## config.mk

```make
export PLATFORM = sky130hd
export DESIGN_NAME = nibble_serial_add_ctrl_flat
export DESIGN_NICKNAME = d
export VERILOG_FILES = /design/src/rtl/nibble_serial_add_ctrl_if.sv /design/src/rtl/nibble_serial_add_ctrl.sv /design/src/flat_wrapper.sv
export SDC_FILE = /design/constraint.sdc
export NUM_CORES = 1
export LEC_CHECK = 0
export CAP_MARGIN = 40
export CELL_PAD_IN_SITES_DETAIL_PLACEMENT = 0
export CELL_PAD_IN_SITES_GLOBAL_PLACEMENT = 1
export CORE_MARGIN = 4
export CORE_UTILIZATION = 40
export DETAILED_ROUTE_END_ITERATION = 12
export PLACE_DENSITY = 0.88
export SLEW_MARGIN = 5
export SYNTH_ARGS = -nofsm -noshare
export SYNTH_HDL_FRONTEND = slang
export SYNTH_SLANG_ARGS = --single-unit
export TNS_END_PERCENT = 20
```

## constraint.sdc

```tcl
create_clock -name clk -period 3.3 [get_ports clk]
set_input_delay 0.495 -clock clk [delete_from_list [all_inputs] [get_ports clk]]
set_output_delay 0.495 -clock clk [all_outputs]
set_load 0.01 [all_outputs]
```

## src/rtl/nibble_serial_add_ctrl_if.sv

```systemverilog
// rtl/nibble_serial_add_ctrl_if.sv - request/result handshake bundle for nibble_serial_add_ctrl (ovf present with ADD_OVF_EN)
interface nibble_serial_add_ctrl_if #(
    parameter int NIBBLES = 4
) ();
    localparam int WIDTH = 4 * NIBBLES;

    logic             start_valid;
    logic             start_ready;
    logic [WIDTH-1:0] a;
    logic [WIDTH-1:0] b;
    logic             cin;
    logic             sub;
    logic [WIDTH-1:0] sum;
    logic             cout;
    logic             done_valid;
    logic             done_ready;
    logic             busy;
`ifdef ADD_OVF_EN
    logic             ovf;
`endif

    // Producer/consumer side of the controller
    modport master (
        output start_valid, a, b, cin, sub, done_ready,
        input  start_ready, sum, cout, done_valid, busy
`ifdef ADD_OVF_EN
        , input ovf
`endif
    );

    // Controller side
    modport slave (
        input  start_valid, a, b, cin, sub, done_ready,
        output start_ready, sum, cout, done_valid, busy
`ifdef ADD_OVF_EN
        , output ovf
`endif
    );
endinterface

```

## src/rtl/nibble_serial_add_ctrl.sv

```systemverilog
// rtl/nibble_serial_add_ctrl.sv - serial nibble add/subtract controller, one 4-bit add per clock (optional ovf via ADD_OVF_EN)
module nibble_serial_add_ctrl #(
    parameter int NIBBLES = 4
) (
    input  logic                   clk,
    input  logic                   rst_n,
    nibble_serial_add_ctrl_if.slave bus
);
    localparam int WIDTH = 4 * NIBBLES;
    localparam int IDX_W = $clog2(NIBBLES);
    localparam logic [IDX_W-1:0] LAST_IDX = IDX_W'(NIBBLES - 1);

    typedef enum logic [1:0] {IDLE, RUN, DONE} state_t;

    state_t           state_q, state_d;
    logic [WIDTH-1:0] a_q, a_d;
    logic [WIDTH-1:0] b_q, b_d;
    logic             carry_q, carry_d;
    logic [IDX_W-1:0] idx_q, idx_d;
    logic [WIDTH-1:0] part_q, part_d;
    logic [WIDTH-1:0] sum_q, sum_d;
    logic             cout_q, cout_d;
    logic [WIDTH-1:0] a_sh, b_sh;
    logic [4:0]       nib_sum;
`ifdef ADD_OVF_EN
    logic             ovf_q, ovf_d;
`endif

    // Shared 4-bit adder on the nibble selected by idx; shifting keeps the select width-clean
    always_comb begin
        a_sh    = a_q >> {idx_q, 2'b00};
        b_sh    = b_q >> {idx_q, 2'b00};
        nib_sum = {1'b0, a_sh[3:0]} + {1'b0, b_sh[3:0]} + {4'b0000, carry_q};
    end

    // Next-state and datapath sequencing; sum/cout only move on entry to DONE
    always_comb begin
        state_d = state_q;
        a_d     = a_q;
        b_d     = b_q;
        carry_d = carry_q;
        idx_d   = idx_q;
        part_d  = part_q;
        sum_d   = sum_q;
        cout_d  = cout_q;
`ifdef ADD_OVF_EN
        ovf_d   = ovf_q;
`endif
        case (state_q)
            IDLE: begin
                if (bus.start_valid) begin
                    // Subtract is A + ~B + 1, so cin is overridden
                    a_d     = bus.a;
                    b_d     = bus.b ^ {WIDTH{bus.sub}};
                    carry_d = bus.sub ? 1'b1 : bus.cin;
                    idx_d   = '0;
                    state_d = RUN;
                end
            end
            RUN: begin
                part_d[{idx_q, 2'b00} +: 4] = nib_sum[3:0];
                carry_d = nib_sum[4];
                if (idx_q == LAST_IDX) begin
                    sum_d   = part_d;
                    cout_d  = nib_sum[4];
`ifdef ADD_OVF_EN
                    ovf_d   = (a_q[WIDTH-1] == b_q[WIDTH-1]) && (part_d[WIDTH-1] != a_q[WIDTH-1]);
`endif
                    state_d = DONE;
                end else begin
                    idx_d = idx_q + 1'b1;
                end
            end
            DONE: begin
                if (bus.done_ready) begin
                    state_d = IDLE;
                end
            end
            default: state_d = IDLE;
        endcase
    end

    // State and datapath registers with asynchronous clear
    always_ff @(posedge clk or negedge rst_n) begin
        if (!rst_n) begin
            state_q <= IDLE;
            a_q     <= '0;
            b_q     <= '0;
            carry_q <= 1'b0;
            idx_q   <= '0;
            part_q  <= '0;
            sum_q   <= '0;
            cout_q  <= 1'b0;
`ifdef ADD_OVF_EN
            ovf_q   <= 1'b0;
`endif
        end else begin
            state_q <= state_d;
            a_q     <= a_d;
            b_q     <= b_d;
            carry_q <= carry_d;
            idx_q   <= idx_d;
            part_q  <= part_d;
            sum_q   <= sum_d;
            cout_q  <= cout_d;
`ifdef ADD_OVF_EN
            ovf_q   <= ovf_d;
`endif
        end
    end

    assign bus.start_ready = (state_q == IDLE);
    assign bus.done_valid  = (state_q == DONE);
    assign bus.busy        = (state_q != IDLE);
    assign bus.sum         = sum_q;
    assign bus.cout        = cout_q;
`ifdef ADD_OVF_EN
    assign bus.ovf         = ovf_q;
`endif
endmodule
```

## src/flat_wrapper.sv

```systemverilog
// flat-port wrapper written by rule: the top's interface ports become plain ports
module nibble_serial_add_ctrl_flat 
#(
    parameter int NIBBLES = 4
)
  (clk, rst_n, bus_start_valid, bus_a, bus_b, bus_cin, bus_sub, bus_done_ready, bus_start_ready, bus_sum, bus_cout, bus_done_valid, bus_busy);
  nibble_serial_add_ctrl_if #(.NIBBLES(NIBBLES)) bus_i ();
  input  logic clk;
  input  logic rst_n;
  input wire logic [$bits(bus_i.start_valid)-1:0] bus_start_valid;
  input wire logic [$bits(bus_i.a)-1:0] bus_a;
  input wire logic [$bits(bus_i.b)-1:0] bus_b;
  input wire logic [$bits(bus_i.cin)-1:0] bus_cin;
  input wire logic [$bits(bus_i.sub)-1:0] bus_sub;
  input wire logic [$bits(bus_i.done_ready)-1:0] bus_done_ready;
  output wire logic [$bits(bus_i.start_ready)-1:0] bus_start_ready;
  output wire logic [$bits(bus_i.sum)-1:0] bus_sum;
  output wire logic [$bits(bus_i.cout)-1:0] bus_cout;
  output wire logic [$bits(bus_i.done_valid)-1:0] bus_done_valid;
  output wire logic [$bits(bus_i.busy)-1:0] bus_busy;
  assign bus_i.start_valid = bus_start_valid;
  assign bus_i.a = bus_a;
  assign bus_i.b = bus_b;
  assign bus_i.cin = bus_cin;
  assign bus_i.sub = bus_sub;
  assign bus_i.done_ready = bus_done_ready;
  assign bus_start_ready = bus_i.start_ready;
  assign bus_sum = bus_i.sum;
  assign bus_cout = bus_i.cout;
  assign bus_done_valid = bus_i.done_valid;
  assign bus_busy = bus_i.busy;
  nibble_serial_add_ctrl #(.NIBBLES(NIBBLES)) u_core (.clk(clk), .rst_n(rst_n), .bus(bus_i));
endmodule
```

# ---- After elaboration in Yosys (flattened, before gate mapping)
# Cells that the tools add are included.
# Widths: inputs -> output; s select.
dict set report word_totals {
  ram_bits 0
  n_memories 0
  latchBits 0
  inputBits 38
  output_inout_bits 20
  mem_bits_ro 0
  wordCells 43
  regBits 70
}
dict set report op_classes {
  n_eq_ne 7
  mul 0
  div 0
  mux 11
  shifts 4
  n_addsub 4
  n_reduce_logical 8
  bitwise_logic 1
  order_cmp 0
}
# op n
set op_table {}
lappend op_table {{$shr 16x4->4} 2}
lappend op_table {{$bwmux 16} 1}
lappend op_table {{$shift 4x6->16 const A} 1}
lappend op_table {{$shiftx 4x6->16} 1}
lappend op_table {{$xor 16x16->16} 1}
lappend op_table {{$mux 2} 5}
lappend op_table {{$ne 2x2->1 const B} 3}
lappend op_table {{$neg 4->6} 1}
lappend op_table {{$pmux 2 s3} 1}
lappend op_table {{$reduce_and 2->1} 3}
lappend op_table {{$reduce_and 3->1} 2}
lappend op_table {{$add 4x4->5} 1}
lappend op_table {{$add 5x1->5} 1}
lappend op_table {{$eq 2x2->1 const B} 2}
lappend op_table {{$pmux 2 s2} 1}
lappend op_table {{$reduce_bool 2->1} 2}
lappend op_table {{$add 2x1->2 const B} 1}
lappend op_table {{$eq 2x1->1 const B} 1}
lappend op_table {{$logic_not 2->1} 1}
lappend op_table {{$mux 1} 2}
lappend op_table {{$ne 2x1->1 const B} 1}
lappend op_table {{$pmux 1 s2} 1}

# ---- Depth between registers and ports, before layout
# Gate-level depths: netlist of run 1.
dict set report logic_depth {
  depth_word 5
  ltp_mapped 7
  depth_no_buf 6
}

# ---- Least setup slack after synthesis of run 1
# Ideal clock, no wire load.
dict set report synth_path {
  path_type {register to register}
  startpoint {reg u_core.idx_q[0]}
  endpoint {reg u_core.part_q[6]}
  path_slack_ps 543
  stages_incl_launch_ff 8
  required_ps 3179
  arrival_ps 2636
  setup_time_ps 121
  cell_sequence {dfrtp_1 -> buf_4 -> mux4_2 -> fa_1 -> fa_1 -> xor2_1 -> and2_1 -> a22o_1}
}
dict set report synth_between {
  elab_chain_len 5
  word_cells_on_any_way 8
}
# item line
set synth_lines {}
lappend synth_lines {{from (decl)} nibble_serial_add_ctrl.sv:19} ;# logic [IDX_W-1:0] idx_q, idx_d;
lappend synth_lines {{from (signal assigned)} nibble_serial_add_ctrl.sv:102} ;# idx_q <= idx_d;
lappend synth_lines {{$shr 16x4->4, on equally long branches} {nibble_serial_add_ctrl.sv:31, nibble_serial_add_ctrl.sv:32}}
lappend synth_lines {{$add 4x4->5} nibble_serial_add_ctrl.sv:33} ;# nib_sum = {1'b0, a_sh[3:0]} + {1'b0, b_sh[3:0]} + {4'b0000, carry_q};
lappend synth_lines {{$add 5x1->5} nibble_serial_add_ctrl.sv:33}
lappend synth_lines {{$shiftx 4x6->16} nibble_serial_add_ctrl.sv:61} ;# part_d[{idx_q, 2'b00} +: 4] = nib_sum[3:0];
lappend synth_lines {{$bwmux 16 (*)} nibble_serial_add_ctrl.sv:61}
lappend synth_lines {{to (signal assigned)} nibble_serial_add_ctrl.sv:103} ;# part_q <= part_d;
lappend synth_lines {{to (decl)} nibble_serial_add_ctrl.sv:20} ;# logic [WIDTH-1:0] part_q, part_d;
# Every way passes the cells marked *; elsewhere a longest branch is shown, timed or not.
# A chain may end at the register's enable or synchronous reset.

# ---- Final worst setup path of run 1
dict set report layout_path {
  startpoint {reg u_core.idx_q[0]}
  endpoint {reg u_core.part_q[10]}
}
# Same word-level chain as after synthesis.

==> results by group, run 1 <==
CTS
  • Post-CTS Hold Fix Bufs: 0
  • Clock Pin Slew Worst Setup and Hold Paths: 0.07 ns
  • Post CTS Setup Buffer Count: 0
  • TritonCTS sink count: 70
  • Clock latency on the worst-skew pair: 0.36 ns
  • Clock buffer depth: 2
  • Total CTS buffers: 9
  • H-tree depth: 3
  • Post-cts resize count: 0
  • Root Driver: clkbuf_8
  • TritonCTS clock tree: done

Die
  • Core Rows: 33
  • Die Area: a little under 10000 sq um
  • IO Count: 58
  • Initial Util: 41.0%
  • Die X: roughly 99 um
  • Total core area: 8180 sq um
  • Die Height: 99.5 um

Global routing
  • Initial antenna violation count: 0
  • First-pass GRT wire length: 12.0 mm
  • Largest net degree at the start of global routing: 52
  • Total grt overflow: 0
  • Number of global-route vias before repair: 2441
  • GRT Overall Usage: 15.5%

Synthesis
  • Avg Cell Area, Syn: 12.0 sq um
  • Post-synth EDFFs: 0
  • Top-count cell post-synth: dfrtp_1
  • Synthesized area: 3350 sq um
  • Cell variety after synth: 36
  • Register area share after synthesis: about 52%
  • Top cells by count, synth: 70 x dfrtp_1, 47 x nor2_1, 21 x a21oi_1, 17 x mux2_2, 16 x xnor2_1
  • Post-synthesis async set-or-reset flop share: between 90% and 100%
  • Yosys warning count: 0
  • Ranking of synthesized cells by area: dfrtp_1 52%, mux2_2 5.7%, mux4_2 5.4%
  • Post-Syn Nets: roughly 330
  • Syn Inst Count: between 200 and 300
  • FF+latch count, synth: 70
  • Synth top area share: 52.3%
  • Area leader, netlist: dfrtp_1
  • Synth Flop Type: dfrtp_1

Drt
  • Routed wire per std cell: between 15 and 20 um
  • Via count: 2352
  • Final wirelength: 6.97 mm
  • Drt first pass iters: 4
  • Post-route DRC: 0
  • Remaining antenna violation count: 0
  • Initial DRC count: 85
  • Vias per inst: roughly 5.3

Power and ir drop
  • Seq pwr share: 31.9%
  • Cell Int Power: 0.00289 W
  • Logic pwr share: 52.1%
  • NetSw: 0.00193 W
  • Max IR drop VDD: around 0.00047 V
  • Power Dens Cells: 1130 nW/um^2
  • Sw frac: 40.1%
  • Tot Pwr: 0.00482 W
  • Clock Power Share: roughly 16%
  • Static leakage power: ~1.8 nW

Hold path
  • Hold/Removal Path Class: input port to async pin

STA
  • Final setup viols: 0
  • Final hold vios: 0
  • Setup TNS: 0 ns
  • Final period util: 90.4%
  • Worst-Margin Slew: 0.832 ns
  • FMAX: 0.335 GHz
  • Final worst path period need: a little under 3 ns
  • Headroom to the max-slew limit: between 40 and 50%
  • Clock skew: ~0.013 ns
  • RSZ-0062 raised after global routing: no
  • Max-slew violation count: 0

Cells and area
  • Inserted Diodes: 0
  • Area grow syn2layout: 26.8%
  • Non-Filler Instances: 446
  • Fillers: 736
  • Share of layout cells above drive strength 1: between 10% and 20%
  • Layout Nets: 385

Worst setup path
  • Crit start category: flop
  • Arrival time worst endpoint: 3.28 ns
  • Critical Path Sink Type: flop
  • CP max FO: 7
  • Crit path kind: flop to flop
  • Required @ worst endpoint: 3.59 ns

Job
  • Max-Cap Viols: 0

Placed design
  • Placed Instances: 430
  • GP Congestion: around 0.78
  • Hpwl dp: 5.13 mm
  • I/O Buffers: 57

Outcome
  • Status: completed
-- kinds of logic after synthesis --
group	Yosys count	synth area share [%]
AO/OA/AOI/OAI	61	13.6
XOR/XNOR	17	4.45
adder cells (fa/ha/maj)	11	4.56
AND/OR/NAND/NOR	70	10.7
flip-flops	70	52.3
multiplexers	25	11.1
buffers and inverters	25	3.33
-- path summary, 6_finish.rpt --
check / to / startpoint / slack, ns / cells past startpoint
max reg2reg: u_core.part_q[10] / u_core.idx_q[0] / 0.32 / 6
min reg2reg: u_core.part_q[7] / u_core.part_q[7] / 0.50 / 1
min in group clk: u_core.part_q[7] / u_core.part_q[7] / 0.50 / 1
min: u_core.bus.sum[9] / rst_n / 0.23 / 1
max: u_core.part_q[10] / u_core.idx_q[0] / 0.32 / 6
max in group asynchronous: u_core.b_q[4] / rst_n / 2.40 / 2
-- power groups by stage --
stage	logic, W	clock network (W)	registers [W]
6_report	0.00251	0.000771	0.00154
2_1_floorplan	0.00174	0	0.00151
3_5_place_dp	0.00252	0	0.00155
4_1_cts	0.00253	0.000777	0.00154
3_3_place_gp	0.00242	0	0.00154
5_1_grt	0.00279	0.000811	0.00159
-- flip-flops by register name, summed over array words and instances (netlist names) --
register and flops:
u_core.b_q 16, u_core.bus.sum 16, u_core.bus.cout 1, u_core.carry_q 1, u_core.idx_q 2, u_core.part_q 16, u_core.state_q 2, u_core.a_q 16
-- cells in the final DEF, fill, tap and decap left out, types with 9 or more instances in the layout --
| cell type | n |
|---|---|
| clkdlybuf4s50_1 | 56 |
| xnor2_1 | 16 |
| ha_1 | 9 |
| mux2_2 | 17 |
| a221oi_1 | 12 |
| nor2_1 | 47 |
| nand2_1 | 9 |
| a21oi_1 | 21 |
| dfrtp_1 | 70 |
| a32o_1 | 10 |
| clkbuf_8 | 9 |
-- area by class of cell --
type                            count  area, sq um  share of cell area [%]
Clock buffer                        9          124                    2.92
Clock inverter                      7         97.6                    2.30
Sequential cell                    70         1750                    41.3
Timing Repair Buffer               62          616                    14.5
Inverter                            9         33.8                   0.796
Tap cell                          105          131                    3.09
Multi-Input combinational cell    184         1490                    35.1
-- layer usage --
layer  track usage, %  vias up  part of all wire (%)
li1                 -     1118                     -
met1             19.7     1159                    45
met4             6.62        0                   1.9
met3             3.72       12                   5.3
met5                0        -                     0
met2             25.4       63                    48
-- critical path, stage by stage, from the launching register on --
cell	delay [ns]
dfrtp_1	0.60
mux4_2	0.59
fa_1	0.46
fa_1	0.43
xor2_1	0.41
and2_1	0.28
a22o_1	0.16
-- through the flow --
stage          area [sq um]  worst slack [ns]  util [%]  hold slack, ns
3_3_place_gp           4020             0.445      49.2           0.475
2_1_floorplan          3350             0.543         -           0.199
5_1_grt                4250            0.0455      51.9           0.305
4_1_cts                4250             0.269      51.9           0.246
6_report               4250             0.316      51.9           0.232
3_5_place_dp           4020             0.284      49.2           0.486
Power figures use the tool's default switching activity.
==> run 2: changes to the inputs <==
--- a/config.mk
+++ b/config.mk
@@ -8,10 +8,11 @@
 export CAP_MARGIN = 40
 export CELL_PAD_IN_SITES_DETAIL_PLACEMENT = 0
 export CELL_PAD_IN_SITES_GLOBAL_PLACEMENT = 1
-export CORE_MARGIN = 4
+export CORE_MARGIN = 1
 export CORE_UTILIZATION = 40
 export DETAILED_ROUTE_END_ITERATION = 12
-export PLACE_DENSITY = 0.88
+export GPL_TIMING_DRIVEN = 0
+export PLACE_DENSITY = 0.86
 export SLEW_MARGIN = 5
 export SYNTH_ARGS = -nofsm -noshare
 export SYNTH_HDL_FRONTEND = slang
==> run 2 against run 1 <==
Sequential share of layout area is 0.66 points lower. Clock power grew 11%. Non-clock buffer count rose by 11. Setup slack worse by 0.11 ns. Final cell count increased by 2.5%. Highest routed layer unchanged. Critical path depth rose by 1. Die area is 12% lower.
==> results by group, run 2 (synthesis results as in run 1) <==
Worst setup path
  • Largest stage delay on the critical path: 0.55 ns (-0.05 ns)
  • Crit-path most repeated cell: fa_1
  • Crit path kind: flop to flop
  • Crit start category: flop
  • Required @ worst endpoint: 3.58 ns (about the same)
  • CP max FO: 10 (+3)
  • Delay-heaviest family, CP: adder cells
  • Cell-by-cell trace of the critical path: buf_4 > mux4_2 > fa_1 > fa_1 > xor2_2 > and2_1 > a22o_1
  • Arrival time worst endpoint: 3.37 ns (+0.09 ns)
  • Slowest CP cell: mux4_2
  • Critical Path Sink Type: flop
  • WP buf/inv: 1 (+1)

STA
  • Final period util: 93.7% (+3.3 points)
  • Clock skew: 0.0115 ns (-0.00181 ns)
  • WHS: 0.0827 ns (-0.150 ns)
  • Headroom to the max-slew limit: 54.1% (+9.5 points)
  • FMAX: 0.323 GHz (-3.5%)
  • RSZ-0062 raised after global routing: no
  • Final setup viols: 0 (unchanged)
  • Max-slew violation count: 0 (unchanged)
  • Setup TNS: 0 ns (unchanged)
  • Worst-Margin Slew: 0.682 ns (-0.150 ns)
  • Final worst path period need: 3.09 ns (+0.108 ns)
  • Final hold vios: 0 (unchanged)

Die
  • Die Area: 8740 sq um (-12%)
  • Total core area: 8180 sq um (unchanged)
  • Die X: 93.5 um (-6.0%)
  • Die Height: 93.5 um (-6.0%)
  • IO Count: 58 (unchanged)
  • Initial Util: 41.0% (unchanged)
  • Core Rows: 33 (unchanged)

Global routing
  • Number of global-route vias before repair: 2433 (-0.33%)
  • Total grt overflow: 0 (unchanged)
  • First-pass GRT wire length: 11.8 mm (-1.7%)
  • Largest net degree at the start of global routing: 39 (-25%)
  • GRT Overall Usage: 17.8% (+2.2 points)
  • Initial antenna violation count: 0 (unchanged)

Placed design
  • I/O Buffers: 56 (-1.8%)
  • Hpwl dp: 5.06 mm (-1.3%)
  • Placed Instances: 441 (+2.6%)
  • GP Congestion: 0.806 (+3.5%)

Power and ir drop
  • Logic pwr share: 52.6% (+0.5 points)
  • Seq pwr share: 30.2% (-1.7 points)
  • Cell Int Power: 0.00301 W (+4.3%)
  • Power Dens Cells: 1160 nW/um^2 (+2.0%)
  • Clock Power Share: 17.2% (+1.2 points)
  • Static leakage power: 1.80 nW (+2.7%)
  • Sw frac: 39.7% (-0.40 points)
  • Max IR drop VDD: 0.000456 V (-3.9%)
  • NetSw: 0.00198 W (+2.6%)

Drt
  • Remaining antenna violation count: 0 (unchanged)
  • Vias per inst: 5.20 (-1.4%)
  • Post-route DRC: 0 (unchanged)
  • Routed wire per std cell: 15.2 um (-2.8%)
  • Drt first pass iters: 4 (unchanged)
  • Via count: 2376 (+1.0%)
  • Final wirelength: 6.94 mm (-0.37%)
  • Initial DRC count: 81 (-4.7%)

CTS
  • Clock buffer depth: 2 (unchanged)
  • Clock latency on the worst-skew pair: 0.35 ns (about the same)
  • Post CTS Setup Buffer Count: 0 (unchanged)
  • Total CTS buffers: 9 (unchanged)
  • Post-cts resize count: 0 (unchanged)
  • Clock Pin Slew Worst Setup and Hold Paths: 0.07 ns (about the same)
  • Post-CTS Hold Fix Bufs: 0 (unchanged)
  • TritonCTS clock tree: done
  • Root Driver: clkbuf_8
  • TritonCTS sink count: 70 (unchanged)
  • H-tree depth: 3 (unchanged)

Cells and area
  • Inserted Diodes: 0 (unchanged)
  • Fin util: 52.8% (+0.84 points)
  • Commonest non-fill, non-tap cell in the layout: dfrtp_1
  • Area grow syn2layout: 28.8%
  • Share of layout cells above drive strength 1: 18.5% (+0.87 points)
  • Most frequent cells in the layout: 70 x dfrtp_1, 55 x clkdlybuf4s50_1, 47 x nor2_1
  • Layout Nets: 396 (+2.9%)
  • Non-Filler Instances: 457 (+2.5%)

Job
  • Max-Cap Viols: 0 (unchanged)

Hold path
  • Hold/Removal Path Class: input port to async pin

Outcome
  • Status: completed
run 2: cell count changes in the layout (fill, tap and decap cells not counted), sizes merged:
| cell | previous run | this run |
|---|---|---|
| clkinvlp | 2 | 0 |
| buf | 6 | 14 |
| clkdlybuf4s50 | 56 | 55 |
| bufinv | 2 | 3 |
| inv | 10 | 9 |
| clkinv | 2 | 0 |
| clkbuf | 9 | 17 |
run 2: per-stage QoR:
| stage | total power [W] | worst slack, ns | cell area (sq um) |
|---|---|---|---|
| 6_report | 0.00499 | 0.208 | 4310 |
| 3_5_place_dp | 0.00413 | 0.0734 | 4060 |
| 5_1_grt | 0.00537 | 0.0782 | 4310 |
| 3_3_place_gp | 0.00401 | -0.556 | 4040 |
| 2_1_floorplan | 0.00325 | 0.543 | 3350 |
| 4_1_cts | 0.00499 | 0.0414 | 4310 |
run 2: routing by layer:
layer | global-route usage, % | vias up | part of all wire [%]
li1 | - | 1136 | -
met5 | 0 | - | 0
met2 | 29.1 | 53 | 49
met3 | 4.80 | 8 | 3.8
met1 | 22.9 | 1179 | 46
met4 | 5.77 | 0 | 1.0
run 2: power groups by stage:
| stage | Clock, W | Combinational [W] | Sequential, W |
|---|---|---|---|
| 2_1_floorplan | 0 | 0.00174 | 0.00151 |
| 3_3_place_gp | 0 | 0.00252 | 0.00149 |
| 3_5_place_dp | 0 | 0.00260 | 0.00152 |
| 4_1_cts | 0.000876 | 0.00261 | 0.00151 |
| 5_1_grt | 0.000915 | 0.00290 | 0.00155 |
| 6_report | 0.000858 | 0.00263 | 0.00151 |
run 2: final timing paths:
| kind | start | to | slack (ns) | cells after the start |
|---|---|---|---|---|
| worst max-delay path | u_core.idx_q[0] | u_core.part_q[10] | 0.21 | 7 |
| worst min-delay path | rst_n | u_core.part_q[9] | 0.08 | 1 |
| worst max register to register | u_core.idx_q[0] | u_core.part_q[10] | 0.21 | 7 |
| worst min register to register | u_core.part_q[0] | u_core.part_q[0] | 0.50 | 1 |
| max in group asynchronous | rst_n | u_core.part_q[0] | 2.67 | 2 |
| min in group clk | u_core.part_q[0] | u_core.part_q[0] | 0.50 | 1 |
run 2: worst reg2reg max path, stage by stage (launching register included):
cell and delay [ns]:
dfrtp_1 0.49, buf_4 0.30, mux4_2 0.55, fa_1 0.45, fa_1 0.44, xor2_2 0.31, and2_1 0.30, a22o_1 0.18
run 2: area by class of cell:
class / count / area, sq um
multi-input cells: 184 / 1490
plain buffers: 16 / 77.6
fillers: 727 / 3860
clock inverters: 3 / 90.1
repair buffers: 57 / 578
inverters: 9 / 33.8
flip-flops and latches: 70 / 1750
clock buffers: 13 / 159
well taps: 105 / 131
==> run 3: changes to the inputs <==
--- a/config.mk
+++ b/config.mk
@@ -9,10 +9,10 @@
 export CELL_PAD_IN_SITES_DETAIL_PLACEMENT = 0
 export CELL_PAD_IN_SITES_GLOBAL_PLACEMENT = 1
 export CORE_MARGIN = 1
-export CORE_UTILIZATION = 40
+export CORE_UTILIZATION = 42
 export DETAILED_ROUTE_END_ITERATION = 12
 export GPL_TIMING_DRIVEN = 0
-export PLACE_DENSITY = 0.86
+export PLACE_DENSITY = 0.89
 export SLEW_MARGIN = 5
 export SYNTH_ARGS = -nofsm -noshare
 export SYNTH_HDL_FRONTEND = slang
==> constraint.sdc (replaced) <==
create_clock -name clk -period 3.5 [get_ports clk]
set_input_delay 0.525 -clock clk [delete_from_list [all_inputs] [get_ports clk]]
set_output_delay 0.525 -clock clk [all_outputs]
set_load 0.01 [all_outputs]
==> run 3 against run 2 <==
Clock power decreased by 17%. First-iteration DRC count is 28% higher. Utilization increased by 2.8 points. Register-to-register slack better by 0.07 ns.
==> results by group, run 3 (synthesis results as in run 1) <==
Worst setup path
  • R2r startpoint: u_core.idx_q[0]
  • Crit start category: flop
  • Crit-path most repeated cell: fa_1
  • Slowest CP cell: mux4_2
  • Cell count along the critical path: 7 (unchanged)
  • Cell-by-cell trace of the critical path: buf_4 > mux4_2 > fa_1 > fa_1 > xor2_1 > and2_1 > a22o_1
  • Crit path kind: flop to flop
  • CP Capture Point: u_core.part_q[6]
  • Largest stage delay on the critical path: 0.56 ns (about the same)
  • CP max FO: 10 (unchanged)
  • Required @ worst endpoint: 3.78 ns (+0.20 ns)
  • Critical path startpoint: u_core.idx_q[0]
  • Arrival time worst endpoint: 3.50 ns (+0.13 ns)
  • Reg2reg path depth: 7 (unchanged)
  • Delay-heaviest family, CP: adder cells
  • Critical Path Sink Type: flop
  • Reg2Reg Setup Slack: 0.28 ns (+0.07 ns)
  • WP buf/inv: 1 (unchanged)
  • Worst reg2reg endpoint: u_core.part_q[6]

Drt
  • Drt first pass iters: 4 (unchanged)
  • Final wirelength: 6.78 mm (-2.4%)
  • Post-route DRC: 0 (unchanged)
  • Initial DRC count: 104 (+28%)
  • Remaining antenna violation count: 0 (unchanged)
  • Vias per inst: 5.29 (+1.8%)
  • Via count: 2409 (+1.4%)
  • Routed wire per std cell: 14.9 um (-1.9%)

Cells and area
  • Share of layout cells above drive strength 1: 18.7% (+0.23 points)
  • Non-Filler Instances: 455 (-0.44%)
  • Commonest non-fill, non-tap cell in the layout: dfrtp_1
  • Inserted Diodes: 0 (unchanged)
  • Layout Nets: 397 (+0.25%)
  • Fin util: 55.6% (+2.8 points)
  • Area grow syn2layout: 28.2%
  • Fillers: 672 (-7.6%)
  • Most frequent cells in the layout: 70 x dfrtp_1, 55 x clkdlybuf4s50_1, 47 x nor2_1

Die
  • Core Rows: 32 (-3.0%)
  • Total core area: 7730 sq um (-5.5%)
  • Die X: 91.3 um (-2.4%)
  • IO Count: 58 (unchanged)
  • Initial Util: 43.3% (+2.4 points)
  • Die Area: 8330 sq um (-4.7%)
  • Die Height: 91.3 um (-2.4%)

Global routing
  • Largest net degree at the start of global routing: 69 (+77%)
  • GRT Overall Usage: 18.5% (+0.77 points)
  • First-pass GRT wire length: 12.0 mm (+2.1%)
  • Total grt overflow: 0 (unchanged)
  • Initial antenna violation count: 0 (unchanged)
  • Number of global-route vias before repair: 2511 (+3.2%)

CTS
  • Post CTS Setup Buffer Count: 0 (unchanged)
  • Post-cts resize count: 0 (unchanged)
  • Clock latency on the worst-skew pair: 0.34 ns (about the same)
  • TritonCTS sink count: 70 (unchanged)
  • Root Driver: clkbuf_8
  • Clock Pin Slew Worst Setup and Hold Paths: 0.08 ns (about the same)
  • H-tree depth: 3 (unchanged)
  • Clock buffer depth: 2 (unchanged)
  • TritonCTS clock tree: done
  • Post-CTS Hold Fix Bufs: 1 (+1)
  • Total CTS buffers: 9 (unchanged)

Job
  • Max-Cap Viols: 0 (unchanged)

Placed design
  • I/O Buffers: 56 (unchanged)
  • GP Congestion: 0.791 (-1.9%)
  • Hpwl dp: 4.93 mm (-2.4%)
  • Placed Instances: 438 (-0.68%)

Outcome
  • Status: completed

STA
  • RSZ-0062 raised after global routing: no
  • Final hold vios: 0 (unchanged)
  • Worst-Margin Slew: 0.751 ns (+0.0698 ns)
  • Final worst path period need: 3.22 ns (+0.130 ns)
  • Headroom to the max-slew limit: 49.4% (-4.7 points)
  • FMAX: 0.310 GHz (-4.0%)
  • Final period util: 92.0% (-1.6 points)
  • Final setup viols: 0 (unchanged)
  • Clock skew: 0.00951 ns (-0.00199 ns)
  • Max-slew violation count: 0 (unchanged)
  • Setup TNS: 0 ns (unchanged)

Power and ir drop
  • Power Dens Cells: 1070 nW/um^2 (-7.9%)
  • Static leakage power: 1.79 nW (-0.66%)
  • Max IR drop VDD: 0.000480 V (+5.2%)
  • Tot Pwr: 0.00457 W (-8.4%)

Hold path
  • Hold/Removal Path Class: flop to flop
==> run 3: worst min-delay path by stage <==
stage                           startpoint                 to  cells after the start  slack [ns]
after floorplan                      rst_n      u_core.a_q[0]                      0        0.23
after detailed placement             rst_n  u_core.bus.sum[8]                      1        0.33
after global routing                 rst_n  u_core.bus.sum[9]                      2        0.50
final                     u_core.part_q[7]   u_core.part_q[7]                      1        0.50
after CTS                            rst_n  u_core.bus.sum[8]                      2        0.50
after global placement    u_core.part_q[7]   u_core.part_q[7]                      1        0.47
==> run 3: layer usage <==
metal | global-route usage (%) | up-vias | wire (um)
met4 | 8.86 | 0 | 117
met3 | 3.60 | 12 | 291
li1 | - | 1142 | -
met5 | 0 | - | 0
met1 | 23.7 | 1173 | 2930
met2 | 30.3 | 82 | 3440
==> run 3: stage by stage <==
stage / instance area [sq um] / hold WS (ns) / setup WS, ns
6_report: 4290 / 0.497 / 0.278
5_1_grt: 4290 / 0.495 / 0.127
4_1_cts: 4290 / 0.500 / 0.270
3_5_place_dp: 4060 / 0.330 / 0.282
3_3_place_gp: 4040 / 0.474 / -0.388
2_1_floorplan: 3350 / 0.229 / 0.743
==> run 3: power by group <==
group / internal, W / total, W / switching, W
combinational: 0.00111 / 0.00245 / 0.00134
clock: 0.000403 / 0.000716 / 0.000313
sequential: 0.00120 / 0.00141 / 0.000215
total: 0.00271 / 0.00457 / 0.00186
==> run 3: cell type report <==
| type | count | area (sq um) | share of cell area (%) |
|---|---|---|---|
| Timing Repair Buffer | 58 | 596 | 13.9 |
| Clock buffer | 9 | 124 | 2.89 |
| Buffer | 16 | 77.6 | 1.81 |
| Tap cell | 102 | 128 | 2.97 |
| Inverter | 9 | 33.8 | 0.787 |
| Multi-Input combinational cell | 184 | 1490 | 34.6 |
| Sequential cell | 70 | 1750 | 40.8 |
| Clock inverter | 7 | 97.6 | 2.27 |
